## src/rtl/i2s_rx_pkg.sv

```systemverilog
// rtl/i2s_rx_pkg.sv - shared FSM, channel and stereo-pair types for the I2S slave receiver
package i2s_rx_pkg;

  typedef enum logic {
    ST_SYNC = 1'b0,
    ST_RUN  = 1'b1
  } state_e;

  localparam logic CH_LEFT  = 1'b0;
  localparam logic CH_RIGHT = 1'b1;

  // Widest sample the pair container can carry; narrower samples occupy the low bits.
  localparam int PAIR_MAX_W = 32;

  typedef struct packed {
    logic [PAIR_MAX_W-1:0] left;
    logic [PAIR_MAX_W-1:0] right;
  } pair_t;

endpackage

```

## src/rtl/i2s_rx_sync.sv

```systemverilog
// rtl/i2s_rx_sync.sv - input synchronizers for BCLK/LRCLK/SDATA plus BCLK rising-edge detect
module i2s_rx_sync #(
  parameter int SYNC_STAGES = 2
) (
  input  logic aclk,
  input  logic aresetn,
  input  logic bclk_in,
  input  logic lrclk_in,
  input  logic sdata_in,
  output logic bclk_rise,
  output logic lr,
  output logic sdata
);

  logic [SYNC_STAGES-1:0] bclk_sync_q, bclk_sync_d;
  logic [SYNC_STAGES-1:0] lr_sync_q, lr_sync_d;
  logic [SYNC_STAGES-1:0] sd_sync_q, sd_sync_d;
  logic                   bclk_prev_q, bclk_prev_d;

  // Shift each raw input one stage deeper; remember last synced BCLK for edge detection.
  always_comb begin
    bclk_sync_d = {bclk_sync_q[SYNC_STAGES-2:0], bclk_in};
    lr_sync_d   = {lr_sync_q[SYNC_STAGES-2:0], lrclk_in};
    sd_sync_d   = {sd_sync_q[SYNC_STAGES-2:0], sdata_in};
    bclk_prev_d = bclk_sync_q[SYNC_STAGES-1];
  end

  // Synchronizer and edge-history registers.
  always_ff @(posedge aclk or negedge aresetn) begin
    if (!aresetn) begin
      bclk_sync_q <= '0;
      lr_sync_q   <= '0;
      sd_sync_q   <= '0;
      bclk_prev_q <= 1'b0;
    end else begin
      bclk_sync_q <= bclk_sync_d;
      lr_sync_q   <= lr_sync_d;
      sd_sync_q   <= sd_sync_d;
      bclk_prev_q <= bclk_prev_d;
    end
  end

  // LRCLK and SDATA go through the same depth as BCLK, so they stay aligned to the detected edge.
  assign bclk_rise = bclk_sync_q[SYNC_STAGES-1] & ~bclk_prev_q;
  assign lr        = lr_sync_q[SYNC_STAGES-1];
  assign sdata     = sd_sync_q[SYNC_STAGES-1];

endmodule

```

## src/rtl/i2s_rx_slave.sv

```systemverilog
// rtl/i2s_rx_slave.sv - slave I2S deserializer with pair FIFO and AXI-Stream output; I2S_RX_LJ_EN adds left-justified mode
module i2s_rx_slave
  import i2s_rx_pkg::*;
#(
  parameter int DATA_W      = 24,
  parameter int FIFO_DEPTH  = 4,
  parameter int SYNC_STAGES = 2
) (
  input  logic                          aclk,
  input  logic                          aresetn,
  input  logic                          enable,
  input  logic                          bclk_in,
  input  logic                          lrclk_in,
  input  logic                          sdata_in,
`ifdef I2S_RX_LJ_EN
  input  logic                          lj_mode,
`endif
  output logic [DATA_W-1:0]             m_axis_tdata,
  output logic                          m_axis_tvalid,
  input  logic                          m_axis_tready,
  output logic                          m_axis_tlast,
  output logic [$clog2(FIFO_DEPTH):0]   fifo_level,
  output logic                          overflow,
  input  logic                          clear_overflow
);

  localparam int AW = $clog2(FIFO_DEPTH);
  localparam int LW = AW + 1;
  localparam int CW = $clog2(DATA_W + 1);
  localparam logic [CW-1:0] DATA_W_C = CW'(DATA_W);
  localparam logic [LW-1:0] DEPTH_C  = LW'(FIFO_DEPTH);

  logic bclk_rise, lr, sdata, lr_chg, prev_ch, lj;

  i2s_rx_sync #(.SYNC_STAGES(SYNC_STAGES)) u_sync (
    .aclk      (aclk),
    .aresetn   (aresetn),
    .bclk_in   (bclk_in),
    .lrclk_in  (lrclk_in),
    .sdata_in  (sdata_in),
    .bclk_rise (bclk_rise),
    .lr        (lr),
    .sdata     (sdata)
  );

  state_e             state_q, state_d;
  logic               lr_prev_q, lr_prev_d;
  logic [CW-1:0]      bit_cnt_q, bit_cnt_d, fin_cnt;
  logic [DATA_W-1:0]  word_q, word_d, fin_word;
  logic [DATA_W-1:0]  left_hold_q, left_hold_d;
  logic               left_valid_q, left_valid_d;
  logic               push_req;
  pair_t              push_pair;

`ifdef I2S_RX_LJ_EN
  logic lj_q, lj_d;

  // Format select is only taken while resynchronizing so a frame never changes format mid-stream.
  always_comb lj_d = (state_q == ST_SYNC) ? lj_mode : lj_q;

  // Format select register.
  always_ff @(posedge aclk or negedge aresetn) begin
    if (!aresetn) lj_q <= 1'b0;
    else          lj_q <= lj_d;
  end

  assign lj = lj_q;
`else
  assign lj = 1'b0;
`endif

  // In left-justified mode LRCLK high means left, so XOR with lj maps the level to a channel.
  assign lr_chg  = (lr != lr_prev_q);
  assign prev_ch = lr_prev_q ^ lj;

  // Frame FSM: track word boundaries on BCLK rises, assemble words and hand complete pairs to the FIFO.
  always_comb begin
    state_d      = state_q;
    lr_prev_d    = lr_prev_q;
    bit_cnt_d    = bit_cnt_q;
    word_d       = word_q;
    left_hold_d  = left_hold_q;
    left_valid_d = left_valid_q;
    push_req     = 1'b0;
    push_pair    = '0;
    fin_word     = word_q;
    fin_cnt      = bit_cnt_q;
    if (bclk_rise) lr_prev_d = lr;
    if (!enable) begin
      state_d      = ST_SYNC;
      bit_cnt_d    = '0;
      word_d       = '0;
      left_valid_d = 1'b0;
    end else if (bclk_rise) begin
      case (state_q)
        ST_SYNC: begin
          if (lr_chg && ((lr ^ lj) == CH_LEFT)) begin
            state_d      = ST_RUN;
            left_valid_d = 1'b0;
            word_d       = lj ? DATA_W'(sdata) : '0;
            bit_cnt_d    = lj ? CW'(1) : '0;
          end
        end
        ST_RUN: begin
          if (!lr_chg) begin
            if (bit_cnt_q < DATA_W_C) begin
              word_d    = {word_q[DATA_W-2:0], sdata};
              bit_cnt_d = bit_cnt_q + CW'(1);
            end
          end else begin
            // In I2S the bit at the LRCLK change still belongs to the word that is ending.
            if (!lj && (bit_cnt_q < DATA_W_C)) begin
              fin_word = {word_q[DATA_W-2:0], sdata};
              fin_cnt  = bit_cnt_q + CW'(1);
            end
            if (fin_cnt < DATA_W_C) fin_word = fin_word << (DATA_W_C - fin_cnt);
            word_d    = lj ? DATA_W'(sdata) : '0;
            bit_cnt_d = lj ? CW'(1) : '0;
            if (prev_ch == CH_LEFT) begin
              left_hold_d  = fin_word;
              left_valid_d = 1'b1;
            end else if ((prev_ch == CH_RIGHT) && left_valid_q) begin
              push_req                       = 1'b1;
              push_pair.left[DATA_W-1:0]     = left_hold_q;
              push_pair.right[DATA_W-1:0]    = fin_word;
              left_valid_d                   = 1'b0;
            end else begin
              // Right word without a preceding left word: frame is broken, resynchronize.
              state_d   = ST_SYNC;
              word_d    = '0;
              bit_cnt_d = '0;
            end
          end
        end
        default: state_d = ST_SYNC;
      endcase
    end
  end

  // Frame FSM registers.
  always_ff @(posedge aclk or negedge aresetn) begin
    if (!aresetn) begin
      state_q      <= ST_SYNC;
      lr_prev_q    <= 1'b0;
      bit_cnt_q    <= '0;
      word_q       <= '0;
      left_hold_q  <= '0;
      left_valid_q <= 1'b0;
    end else begin
      state_q      <= state_d;
      lr_prev_q    <= lr_prev_d;
      bit_cnt_q    <= bit_cnt_d;
      word_q       <= word_d;
      left_hold_q  <= left_hold_d;
      left_valid_q <= left_valid_d;
    end
  end

  pair_t             fifo_mem_q [FIFO_DEPTH];
  pair_t             fifo_mem_d [FIFO_DEPTH];
  logic [AW-1:0]     wr_ptr_q, wr_ptr_d, rd_ptr_q, rd_ptr_d, rd_next;
  logic [LW-1:0]     level_q, level_d;
  logic              overflow_q, overflow_d;
  logic [DATA_W-1:0] tdata_q, tdata_d;
  logic              tvalid_q, tvalid_d, tlast_q, tlast_d;
  logic              hs, pop, push_acc;

  // Pair FIFO and serializer: the head pair is only released once its right word is accepted,
  // so the pair being presented still counts toward fifo_level.
  always_comb begin
    hs         = tvalid_q && m_axis_tready;
    pop        = hs && tlast_q;
    push_acc   = push_req && ((level_q != DEPTH_C) || pop);
    overflow_d = (push_req && !push_acc) ? 1'b1 : (clear_overflow ? 1'b0 : overflow_q);
    fifo_mem_d = fifo_mem_q;
    if (push_acc) fifo_mem_d[wr_ptr_q] = push_pair;
    wr_ptr_d   = wr_ptr_q + AW'(push_acc);
    rd_ptr_d   = rd_ptr_q + AW'(pop);
    rd_next    = rd_ptr_q + AW'(1);
    level_d    = level_q + LW'(push_acc) - LW'(pop);
    tvalid_d   = tvalid_q;
    tlast_d    = tlast_q;
    tdata_d    = tdata_q;
    if (!tvalid_q) begin
      if (level_q != '0) begin
        tvalid_d = 1'b1;
        tlast_d  = 1'b0;
        tdata_d  = fifo_mem_q[rd_ptr_q].left[DATA_W-1:0];
      end
    end else if (hs) begin
      if (!tlast_q) begin
        tlast_d = 1'b1;
        tdata_d = fifo_mem_q[rd_ptr_q].right[DATA_W-1:0];
      end else if (level_q > LW'(1)) begin
        tlast_d = 1'b0;
        tdata_d = fifo_mem_q[rd_next].left[DATA_W-1:0];
      end else begin
        tvalid_d = 1'b0;
        tlast_d  = 1'b0;
      end
    end
  end

  // FIFO storage, pointers, status and output beat registers.
  always_ff @(posedge aclk or negedge aresetn) begin
    if (!aresetn) begin
      fifo_mem_q <= '{default: '0};
      wr_ptr_q   <= '0;
      rd_ptr_q   <= '0;
      level_q    <= '0;
      overflow_q <= 1'b0;
      tdata_q    <= '0;
      tvalid_q   <= 1'b0;
      tlast_q    <= 1'b0;
    end else begin
      fifo_mem_q <= fifo_mem_d;
      wr_ptr_q   <= wr_ptr_d;
      rd_ptr_q   <= rd_ptr_d;
      level_q    <= level_d;
      overflow_q <= overflow_d;
      tdata_q    <= tdata_d;
      tvalid_q   <= tvalid_d;
      tlast_q    <= tlast_d;
    end
  end

  assign m_axis_tdata  = tdata_q;
  assign m_axis_tvalid = tvalid_q;
  assign m_axis_tlast  = tlast_q;
  assign fifo_level    = level_q;
  assign overflow      = overflow_q;

endmodule

```

## config.mk

```make
export PLATFORM = sky130hd
export DESIGN_NAME = i2s_rx_slave
export DESIGN_NICKNAME = d
export VERILOG_FILES = /design/src/rtl/i2s_rx_pkg.sv /design/src/rtl/i2s_rx_sync.sv /design/src/rtl/i2s_rx_slave.sv
export SDC_FILE = /design/constraint.sdc
export NUM_CORES = 1
export LEC_CHECK = 0
export CAP_MARGIN = 30
export CORE_MARGIN = 5
export CORE_UTILIZATION = 33
export CTS_BUF_LIST = sky130_fd_sc_hd__clkbuf_4 sky130_fd_sc_hd__clkbuf_8 sky130_fd_sc_hd__clkbuf_16
export DETAILED_ROUTE_END_ITERATION = 7
export HOLD_SLACK_MARGIN = 0.08
export SYNTH_ARGS = -nofsm -noshare
export SYNTH_HDL_FRONTEND = slang
export SYNTH_SLANG_ARGS = --single-unit
export TNS_END_PERCENT = 5
```

## constraint.sdc

```tcl
create_clock -name aclk -period 4.2 [get_ports aclk]
set_clock_uncertainty 0.15 [all_clocks]
set_input_delay 0.84 -clock aclk [delete_from_list [all_inputs] [get_ports aclk]]
set_output_delay 0.84 -clock aclk [all_outputs]
set_load 0.05 [all_outputs]
```

==> summary.md, run 1 <==
| Metric | Value |
|---|---|
| Max_slew headroom | `0.470` |
| WL final | `slightly below 40000 um` |
| Synth area leader | `dfrtp_1` |
| Port Buf Inserts | `37` |
| CTS Hold Bufs | `0` |
| Met3 Use GR | `0.0286` |
| Most common cell after layout, fill and taps aside | `dfrtp_1` |
| Post-synthesis sequential area ratio | `0.469` |
| Largest net degree at the start of global routing | `between 80 and 90` |
| Yosys Warn Count | `0` |
| Critical path class | `reg2reg` |
| DP Area | `16500 um^2` |
| Reg-to-reg setup timing slack | `about 0.44 ns` |
| Clock net sink count | `between 200 and 300` |
| DR vias | `around 11000` |
| CP startpoint kind | `flip-flop` |
| P_leak | `approximately 7.6 nW` |
| Aggregate global-route resource usage | `0.155` |
| Count of pins over their slew limit | `0` |
| Util after Layout | `0.382` |
| Post-synth EDFFs | `0` |
| Period utilization | `0.896` |
| TNS Setup | `0 ns` |
| Routed Antenna Nets | `0` |
| Adder-Cell Fraction of Synth Area | `0.00698` |
| Root Buffer | `clkbuf_16` |
| Largest family of logic cells by synthesized area | `multiplexers` |
| Tmin final | `between 3 and 4 ns` |
| Dominant delay contributor by cell family on the critical path | `compound AO/OA/AOI/OAI gates` |
| Synth Flop Type | `dfrtp_1` |
| Max Freq | `around 270 MHz` |
| Met1 Use GR | `0.219` |
| Mapped Area | `15400 um^2` |
| Initial Util | `0.332` |
| Vias in the first global route | `~11000` |
| # DRC | `0` |
| Worst r2r path cells | `7` |
| TritonCTS clock tree | `done` |
| Gpl congestion | `roughly 0.9` |
| H-tree depth | `2` |
| Layout cells sized above 1 | `0.204` |
| Hold Crit Class | `in2async` |
| Gr busiest metal | `met2` |
| Commonest non-fill, non-tap cells in the layout | `dfrtp_1, nand2_1, o21ai_0` |
| DRT iter0 DRCs | `slightly above 900` |
| Yosys top cell area share | `0.469` |
| Core area | `approximately 46000 um^2` |
| Outcome | `completed` |
| Post-synthesis cell type count | `87` |
| R2R Path Start | `bit_cnt_q[4]` |
| Die span in x | `226 um` |
| Final setup viols | `0` |
| Non-filler instance count after layout | `~2100` |
| Inserted Diodes | `0` |
| Total die area | `between 50000 and 60000 um^2` |
| Clk pin slew, worst setup/hold paths | `approximately 0.06 ns` |
| Async set or reset register ratio after synthesis | `1.00` |
| Initial antenna violation count | `0` |
| Post-CTS Setup Bufs | `0` |
| Nets@finish | `1459` |
| Clock latency on the worst-skew pair | `0.54 ns` |
| WP data required | `4.51 ns` |
| Buf+Inv Stages, Crit Path | `1` |
| CTS resizes | `0` |
| Critical path cell sequence | `buf_4, and2_1, mux2_2, a31oi_2, o21ai_0, o211ai_1, mux2_2` |
| Critical path's slowest cell | `a31oi_2` |
| CTS Buffer Depth | `3` |
| Post-Synth Simple-Gate Area | `0.120` |
| Cells after DPL | `roughly 2000` |
| P per Cell Area | `459 nW/um^2` |
| Mapped Cells | `1434` |
| Cell mode on critical path | `mux2_2` |
| Seq cells post-synth | `289` |
| Worst r2r dst | `fifo_mem_q[139]` |
| P&R area growth vs syn | `14.9%` |
| Grt total ovfl | `0` |
| Met2 GRT Util | `0.251` |
| Max Fanout on Critical Path | `60` |
| Max-cap viol count | `0` |
| Post-synthesis area per instance | `~11 um^2` |
| Detail Placement HPWL | `between 20000 and 30000 um` |
| Die H | `between 200 and 250 um` |
| Worst-Margin Slew | `between 0.7 and 0.8 ns` |
| Critical Path Sink Type | `flip-flop` |
| Arr. time, crit path | `around 4 ns` |
| First-pass GRT wire length | `64200 um` |
| Hold Vio Cnt, Final | `0` |
| Crit path largest cell delay | `slightly below 0.7 ns` |
| Drt pass-1 iters | `7` |
| Worst setup margin | `between 0.4 and 0.5 ns` |
| Total CTS buffers | `34` |
| Synth area leaders | `dfrtp_1, mux4_2, mux2_2, nand2_1, mux2i_1` |
| Synth Area in Compound Gates | `0.163` |
| Peak VDD IR | `424 uV` |
| Row count | `~80` |
| Finished Cell Area | `17700 um^2` |
| Post-placement setup slack | `0.459 ns` |
| Area share of xor/xnor cells in the synthesized design | `0.00723` |
| Mux cell area share after synthesis | `0.197` |
| Num ports | `38` |
| Syn_nets | `between 1000 and 1500` |
| Avg WL per Cell | `19.0 um` |
| RSZ-0062 raised after global routing | `false` |
| Vias per cell | `around 5.4` |
## layout make-up
| type | count | area (um^2) |
|---|---|---|
| Timing Repair Buffer | 85 | 836 |
| Fill cell | 4477 | 28600 |
| Sequential cell | 289 | 7240 |
| Inverter | 16 | 60.1 |
| Clock inverter | 8 | 97.6 |
| Tap cell | 607 | 759 |
| Multi-Input combinational cell | 1017 | 7660 |
| Clock buffer | 53 | 1060 |
## state kept, by name, summed over array words and instances, names as in the netlist
register,count
m_axis_tlast,1
left_hold_q,24
rd_ptr_q,2
lr_prev_q,1
m_axis_tdata,24
m_axis_tvalid,1
fifo_level,3
u_sync.lr_sync_q,2
overflow,1
wr_ptr_q,2
left_valid_q,1
u_sync.bclk_prev_q,1
bit_cnt_q,5
state_q,1
u_sync.bclk_sync_q,2
word_q,24
u_sync.sd_sync_q,2
fifo_mem_q,192
## cells by family (layout without fill, tap and decap cells)
kind of cell / count (synthesis) / count (layout)
AND/OR/NAND/NOR: 408 / 408
AO/OA/AOI/OAI: 395 / 395
flip-flops: 289 / 289
multiplexers: 198 / 198
buffers and inverters: 128 / 162
adder cells (fa/ha/maj): 8 / 8
XOR/XNOR: 8 / 8
## report_power, final
| part | internal, W | switching, W |
|---|---|---|
| Sequential | 0.00294 | 0.000256 |
| Clock | 0.00176 | 0.00122 |
| Combinational | 0.000796 | 0.00115 |
## how the worst max path moves through the flow
| stage | start | endpoint | slack (ns) | depth (start not counted) |
|---|---|---|---|---|
| after floorplan | bit_cnt_q[3] | fifo_mem_q[150] | 0.74 | 12 |
| after global placement | bit_cnt_q[0] | left_hold_q[19] | 0.53 | 10 |
| after detailed placement | bit_cnt_q[0] | fifo_mem_q[209] | 0.46 | 10 |
| after CTS | bit_cnt_q[0] | fifo_mem_q[209] | 0.43 | 10 |
| after global routing | bit_cnt_q[3] | left_hold_q[10] | 0.19 | 7 |
| final | bit_cnt_q[4] | fifo_mem_q[139] | 0.44 | 7 |
## per-stage QoR
| stage | power (W) | hold slack (ns) |
|---|---|---|
| floorplan | 0.00458 | 0.181 |
| global placement | 0.00521 | 0.182 |
| detailed placement | 0.00524 | 0.186 |
| CTS | 0.00825 | 0.203 |
| global route | 0.00849 | 0.209 |
| finish | 0.00813 | 0.144 |
## routing by layer
layer	up-vias	wire length, um
met4	0	628
met5	-	0
li1	5290	-
met1	5712	18200
met3	51	2010
met2	251	18600
## Yosys cell counts, drive strengths merged (6+ instances only)
cell type,count
or3,6
nor4,6
nand3,14
buf,43
o31ai,41
nor3,9
a22o,25
o211ai,6
o21ai,153
mux4,75
and3,23
a221oi,6
nor2,88
dfrtp,289
nand2b,27
a21oi,81
a31oi,15
mux2i,49
inv,15
clkbuf,69
a21boi,21
nand2,205
mux2,74
ha,7
Note: power is estimated with default switching activity, not from simulation.
==> run 2, diff against run 1 <==
==> constraint.sdc (replaced) <==
create_clock -name aclk -period 3.8 [get_ports aclk]
set_clock_uncertainty 0.15 [all_clocks]
set_input_delay 0.76 -clock aclk [delete_from_list [all_inputs] [get_ports aclk]]
set_output_delay 0.76 -clock aclk [all_outputs]
set_load 0.05 [all_outputs]
==> run 2 against run 1 <==
Against the previous run: maximum frequency grew 7.0%; combinational power grew 12%; global-route usage grew 0.052 points; via count grew 1.5%; critical path type unchanged; largest cell class unchanged; highest routed layer unchanged.
==> summary.md, run 2 (synthesis gave the netlist of run 1 again) <==
| Metric | Value |
|---|---|
| Outcome | `completed (unchanged)` |
| DRT iter0 DRCs | `1153 (was 925)` |
| Total die area | `51100 um^2 (unchanged)` |
| Critical path cell sequence | `buf_4, and2_1, mux2_2, nand3_1, nand2_1, or3_1, o221a_4, a221oi_1 (was buf_4, and2_1, mux2_2, a31oi_2, o21ai_0, o211ai_1, mux2_2)` |
| Critical Path Sink Type | `flip-flop (unchanged)` |
| Root Buffer | `clkbuf_16 (unchanged)` |
| Hold Vio Cnt, Final | `0 (unchanged)` |
| Core area | `46400 um^2 (unchanged)` |
| Final setup viols | `0 (unchanged)` |
| P&R area growth vs syn | `16.1% (was 14.9%)` |
| Tmin final | `3.52 ns (was 3.76 ns)` |
| Initial antenna violation count | `0 (unchanged)` |
| DR vias | `11500 (was 11300)` |
| Worst-Margin Slew | `0.987 ns (was 0.792 ns)` |
| Non-filler instance count after layout | `2086 (was 2075)` |
| Peak VDD IR | `643 uV (was 424 uV)` |
| Vias per cell | `5.50 (was 5.45)` |
| WP data required | `4.05 ns (was 4.51 ns)` |
| Worst r2r dst | `left_hold_q[22] (was fifo_mem_q[139])` |
| Max Fanout on Critical Path | `61 (was 60)` |
| Max-cap viol count | `0 (unchanged)` |
| Aggregate global-route resource usage | `0.156 (was 0.155)` |
| Die H | `226 um (unchanged)` |
| Hold Crit Class | `in2async (unchanged)` |
| TNS Setup | `0 ns (unchanged)` |
| Max Freq | `284 MHz (was 266 MHz)` |
| RSZ-0062 raised after global routing | `false (unchanged)` |
| Total CTS buffers | `34 (unchanged)` |
| Vias in the first global route | `11300 (about the same)` |
| CP startpoint kind | `flip-flop (unchanged)` |
| Period utilization | `0.925 (was 0.896)` |
| Most common cell after layout, fill and taps aside | `dfrtp_1 (unchanged)` |
| Port Buf Inserts | `37 (unchanged)` |
| CTS resizes | `0 (unchanged)` |
| Max_slew headroom | `0.342 (was 0.470)` |
| R2R Path Start | `bit_cnt_q[3] (was bit_cnt_q[4])` |
| P_leak | `7.66 nW (was 7.58 nW)` |
| Post-CTS Setup Bufs | `0 (unchanged)` |
| Drt pass-1 iters | `6 (was 7)` |
| Clk pin slew, worst setup/hold paths | `0.06 ns (about the same)` |
| Worst r2r path cells | `8 (was 7)` |
| Num ports | `38 (unchanged)` |
| Clock latency on the worst-skew pair | `0.53 ns (was 0.54 ns)` |
| Reg-to-reg setup timing slack | `0.28 ns (was 0.44 ns)` |
| WL final | `39700 um (was 39400 um)` |
| Count of pins over their slew limit | `0 (unchanged)` |
| Die span in x | `226 um (unchanged)` |
| Worst hold slack | `0.0496 ns (was 0.144 ns)` |
| Detail Placement HPWL | `26900 um (was 26500 um)` |
| # DRC | `0 (unchanged)` |
| Clock net sink count | `289 (unchanged)` |
| Inserted Diodes | `0 (unchanged)` |
| Row count | `79 (unchanged)` |
| Initial Util | `0.332 (unchanged)` |
| Util after Layout | `0.386 (was 0.382)` |
| First-pass GRT wire length | `64600 um (was 64200 um)` |
| Crit path largest cell delay | `0.49 ns (was 0.69 ns)` |
| P per Cell Area | `508 nW/um^2 (was 459 nW/um^2)` |
| TritonCTS clock tree | `done (unchanged)` |
| Grt total ovfl | `0 (unchanged)` |
| Number of flip-flops in the largest register | `192 (unchanged)` |
| Gpl congestion | `0.887 (was 0.897)` |
| Avg WL per Cell | `19.0 um (about the same)` |
| Largest net degree at the start of global routing | `94 (was 84)` |
| CTS Hold Bufs | `0 (unchanged)` |
| Layout cells sized above 1 | `0.210 (was 0.204)` |
| Cells after DPL | `2024 (was 2013)` |
| Nets@finish | `1470 (was 1459)` |
| Critical path's slowest cell | `and2_1 (was a31oi_2)` |
| Most flop-heavy register | `fifo_mem_q (unchanged)` |
| H-tree depth | `2 (unchanged)` |
| Arr. time, crit path | `3.77 ns (was 4.07 ns)` |
| CTS Buffer Depth | `3 (unchanged)` |
| Commonest non-fill, non-tap cells in the layout | `dfrtp_1, nand2_1, o21ai_0 (unchanged)` |
| Overall power | `0.00910 W (was 0.00813 W)` |
| Routed Antenna Nets | `0 (unchanged)` |
| Critical path class | `reg2reg (unchanged)` |
run 2: cell types whose count changed in the layout (fill, tap and decap cells not counted), moves of 2 or more:
cell	before	now
buf_12	8	13
buf_4	40	45
bufinv_16	0	3
clkbuf_4	8	6
clkbuf_8	11	6
clkinv_2	2	5
clkinvlp_4	1	3
run 2: report_power, final:
group | leakage (nW) | internal [W] | switching [W]
Combinational | 3.09 | 0.000901 | 0.00129
Clock | 0.582 | 0.00204 | 0.00134
Sequential | 3.99 | 0.00325 | 0.000278
Total | 7.66 | 0.00619 | 0.00290
run 2: layout make-up:
type	count	area, um^2
timing repair buffer	95	973
sequential	289	7240
fill	4484	28500
inverter	16	60.1
clock inverter	15	209
tap	607	759
clock buffer	46	978
multi-input combinational	1018	7680
run 2: worst max-delay path by stage:
stage | start | to | cells past startpoint | slack, ns
floorplan | bit_cnt_q[3] | fifo_mem_q[150] | 12 | 0.34
global placement | bit_cnt_q[0] | left_hold_q[15] | 10 | 0.21
detailed placement | bit_cnt_q[0] | fifo_mem_q[15] | 10 | 0.12
CTS | bit_cnt_q[0] | fifo_mem_q[15] | 10 | 0.08
global route | bit_cnt_q[4] | left_hold_q[22] | 8 | 0.03
finish | bit_cnt_q[3] | left_hold_q[22] | 8 | 0.28
run 2: stage by stage:
step | cell area [um^2] | setup WS, ns
3_5_place_dp | 16700 | 0.123
5_1_grt | 17900 | 0.0319
2_1_floorplan | 15400 | 0.343
6_report | 17900 | 0.284
4_1_cts | 17900 | 0.0761
3_3_place_gp | 16700 | 0.207
run 2: metal layers:
layer	global-route usage	share of wire	up-vias
met1	0.227	0.46	5785
met2	0.243	0.46	301
met4	0.0384	0.021	0
li1	-	-	5324
met3	0.0279	0.052	59
met5	0	0	-
run 2: critical path: cells and delay by family, from the launching register on:
| family | cells | cell delay [ns] |
|---|---|---|
| buffers and inverters | 1 | 0.47 |
| flip-flops | 1 | 0.35 |
| AO/OA/AOI/OAI | 2 | 0.45 |
| AND/OR/NAND/NOR | 4 | 1.48 |
| multiplexers | 1 | 0.47 |
==> run 3, diff against run 2 <==
--- a/config.mk
+++ b/config.mk
@@ -6,11 +6,11 @@
 export NUM_CORES = 1
 export LEC_CHECK = 0
 export CAP_MARGIN = 30
-export CORE_MARGIN = 5
 export CORE_UTILIZATION = 33
 export CTS_BUF_LIST = sky130_fd_sc_hd__clkbuf_4 sky130_fd_sc_hd__clkbuf_8 sky130_fd_sc_hd__clkbuf_16
 export DETAILED_ROUTE_END_ITERATION = 7
 export HOLD_SLACK_MARGIN = 0.08
+export MAX_ROUTING_LAYER = met4
 export SYNTH_ARGS = -nofsm -noshare
 export SYNTH_HDL_FRONTEND = slang
 export SYNTH_SLANG_ARGS = --single-unit
==> run 3 against run 2 <==
Against the previous run: global-route usage is 2.2 points higher; first-iteration DRC count is 5.9% lower; final cell count hardly changed; sequential power is 1% lower; critical path type unchanged; largest power group unchanged; highest routed layer unchanged.
==> summary.md, run 3 (synthesis gave the netlist of run 1 again) <==
| Metric | Value |
|---|---|
| CTS Buffer Depth | `3 (unchanged)` |
| Critical path class | `reg2reg (unchanged)` |
| Hold Crit Class | `in2async (unchanged)` |
| Finished Cell Area | `17800 um^2 (was 17900 um^2)` |
| Comb pwr share | `0.248 (was 0.240)` |
| Total die area | `47600 um^2 (was 51100 um^2)` |
| Psw | `0.00285 W (was 0.00290 W)` |
| CTS Hold Bufs | `0 (unchanged)` |
| Share of power burned in registers | `0.389 (was 0.388)` |
| Gpl congestion | `0.909 (was 0.887)` |
| Total CTS buffers | `34 (unchanged)` |
| Critical Path Sink Type | `flip-flop (unchanged)` |
| Initial antenna violation count | `0 (unchanged)` |
| P_leak | `7.65 nW (was 7.66 nW)` |
| WL met2 | `18100 um (was 18400 um)` |
| Max-cap viol count | `0 (unchanged)` |
| Initial Util | `0.337 (was 0.332)` |
| Worst r2r dst | `left_hold_q[22] (unchanged)` |
| Vias per cell | `5.46 (was 5.50)` |
| DR top layer | `met4 (unchanged)` |
| Core area | `45700 um^2 (was 46400 um^2)` |
| Num ports | `38 (unchanged)` |
| Tmin final | `3.59 ns (was 3.52 ns)` |
| # DRC | `0 (unchanged)` |
| Hold Vio Cnt, Final | `0 (unchanged)` |
| Avg WL per Cell | `19.2 um (was 19.0 um)` |
| TritonCTS clock tree | `done (unchanged)` |
| Drt pass-1 iters | `5 (was 6)` |
| Layout cells sized above 1 | `0.212 (was 0.210)` |
| DP Area | `16700 um^2 (about the same)` |
| Max Fanout on Critical Path | `61 (unchanged)` |
| Most flop-heavy register | `fifo_mem_q (unchanged)` |
| Clock net sink count | `289 (unchanged)` |
| Number of flip-flops in the largest register | `192 (unchanged)` |
| Detail Placement HPWL | `26800 um (was 26900 um)` |
| Vias in the first global route | `11200 (was 11300)` |
| Grt total ovfl | `0 (unchanged)` |
| Commonest non-fill, non-tap cells in the layout | `dfrtp_1, nand2_1, o21ai_0 (unchanged)` |
| Routed Antenna Nets | `0 (unchanged)` |
| Worst setup margin | `0.207 ns (was 0.284 ns)` |
| WL final | `40100 um (was 39700 um)` |
| Period utilization | `0.946 (was 0.925)` |
| RSZ-0062 raised after global routing | `false (unchanged)` |
| DR vias | `11400 (was 11500)` |
| Post-placement setup slack | `0.234 ns (was 0.123 ns)` |
| Final setup viols | `0 (unchanged)` |
| Clk pin slew, worst setup/hold paths | `0.06 ns (about the same)` |
| Peak VDD IR | `790 uV (was 643 uV)` |
| P&R area growth vs syn | `15.6% (was 16.1%)` |
| Largest net degree at the start of global routing | `117 (was 94)` |
| Fill count | `4392 (was 4484)` |
| Outcome | `completed (unchanged)` |
| Clock latency on the worst-skew pair | `0.54 ns (was 0.53 ns)` |
| Port Buf Inserts | `37 (unchanged)` |
| Inserted Diodes | `0 (unchanged)` |
| H-tree depth | `2 (unchanged)` |
| Max Freq | `278 MHz (was 284 MHz)` |
| Pint | `0.00611 W (was 0.00619 W)` |
| Die span in x | `218 um (was 226 um)` |
| Nets@finish | `1477 (was 1470)` |
| Reg-to-reg setup timing slack | `0.21 ns (was 0.28 ns)` |
| Met1 wire length | `19200 um (was 18400 um)` |
| Arr. time, crit path | `3.87 ns (was 3.77 ns)` |
| Sw Ratio | `0.318 (was 0.319)` |
| Aggregate global-route resource usage | `0.178 (was 0.156)` |
| Count of pins over their slew limit | `0 (unchanged)` |
| Met3 Routed Length | `1960 um (was 2060 um)` |
| R2R Path Start | `bit_cnt_q[3] (unchanged)` |
| Worst-Margin Slew | `0.983 ns (was 0.987 ns)` |
| P per Cell Area | `503 nW/um^2 (was 508 nW/um^2)` |
| DRT iter0 DRCs | `1085 (was 1153)` |
| Clock share of power | `0.363 (was 0.372)` |
| Max_slew headroom | `0.345 (was 0.342)` |
| CP startpoint kind | `flip-flop (unchanged)` |
| Die H | `218 um (was 226 um)` |
| WP data required | `4.08 ns (was 4.05 ns)` |
| First-pass GRT wire length | `64700 um (was 64600 um)` |
| TNS Setup | `0 ns (unchanged)` |
| Worst hold slack | `0.130 ns (was 0.0496 ns)` |
| Most common cell after layout, fill and taps aside | `dfrtp_1 (unchanged)` |
| Overall power | `0.00896 W (was 0.00910 W)` |
| Root Buffer | `clkbuf_16 (unchanged)` |
| Row count | `78 (was 79)` |
| Worst r2r path cells | `8 (unchanged)` |
[run 3: cell count changes in the layout (fill, tap and decap cells not counted), sizes merged]
cell / delta
inv: +2
clkinv: -7
buf: +8
bufinv: -2
clkbuf: +5
xnor2: -1
[run 3: layout make-up]
cell class,instances,area [um^2],share of cell area
Timing Repair Buffer,103,983,0.0552
Inverter,16,60.1,0.00337
Multi-Input combinational cell,1017,7660,0.430
Tap cell,600,751,0.0421
Clock inverter,8,95.1,0.00534
Clock buffer,51,1030,0.0580
Sequential cell,289,7240,0.406
[run 3: routing by layer]
metal	up-vias	track usage
li1	5329	-
met4	0	0.0508
met1	5686	0.249
met5	-	-
met2	293	0.267
met3	63	0.0283
[run 3: worst max-delay path, stage by stage (launching register included)]
cell	delay (ns)
dfrtp_1	0.35
buf_4	0.47
and2_1	0.47
mux2_2	0.47
nand3_1	0.32
nand2_1	0.34
or3_1	0.50
o221a_4	0.16
a221oi_1	0.27
[run 3: worst max-delay path by stage]
stage | start | endpoint | slack [ns] | cells after the start
floorplan | bit_cnt_q[3] | fifo_mem_q[150] | 0.34 | 12
global placement | m_axis_tready | fifo_mem_q[150] | 0.20 | 10
detailed placement | enable | fifo_mem_q[193] | 0.23 | 7
CTS | bit_cnt_q[0] | fifo_mem_q[79] | 0.24 | 11
global route | bit_cnt_q[0] | fifo_mem_q[147] | 0.06 | 11
finish | bit_cnt_q[3] | left_hold_q[22] | 0.21 | 8
[run 3: power groups by stage]
stage	sequential (W)	clock [W]	combinational, W
floorplan	0.00391	0	0.00115
global route	0.00353	0.00348	0.00237
global placement	0.00354	0	0.00224
finish	0.00348	0.00325	0.00222
detailed placement	0.00355	0	0.00225
CTS	0.00349	0.00335	0.00225
[run 3: repair_timing]
item / in CTS / in global routing
setup buffers: 0 / 4
endpoints found under the setup margin: 0 / 5
resized for setup: 0 / 0
[run 3: per-stage QoR]
step	utilization	cells
6_report	0.390	2084
5_1_grt	0.390	2084
3_3_place_gp	0.365	2021
4_1_cts	0.389	2080
3_5_place_dp	0.365	2021
2_1_floorplan	-	1434
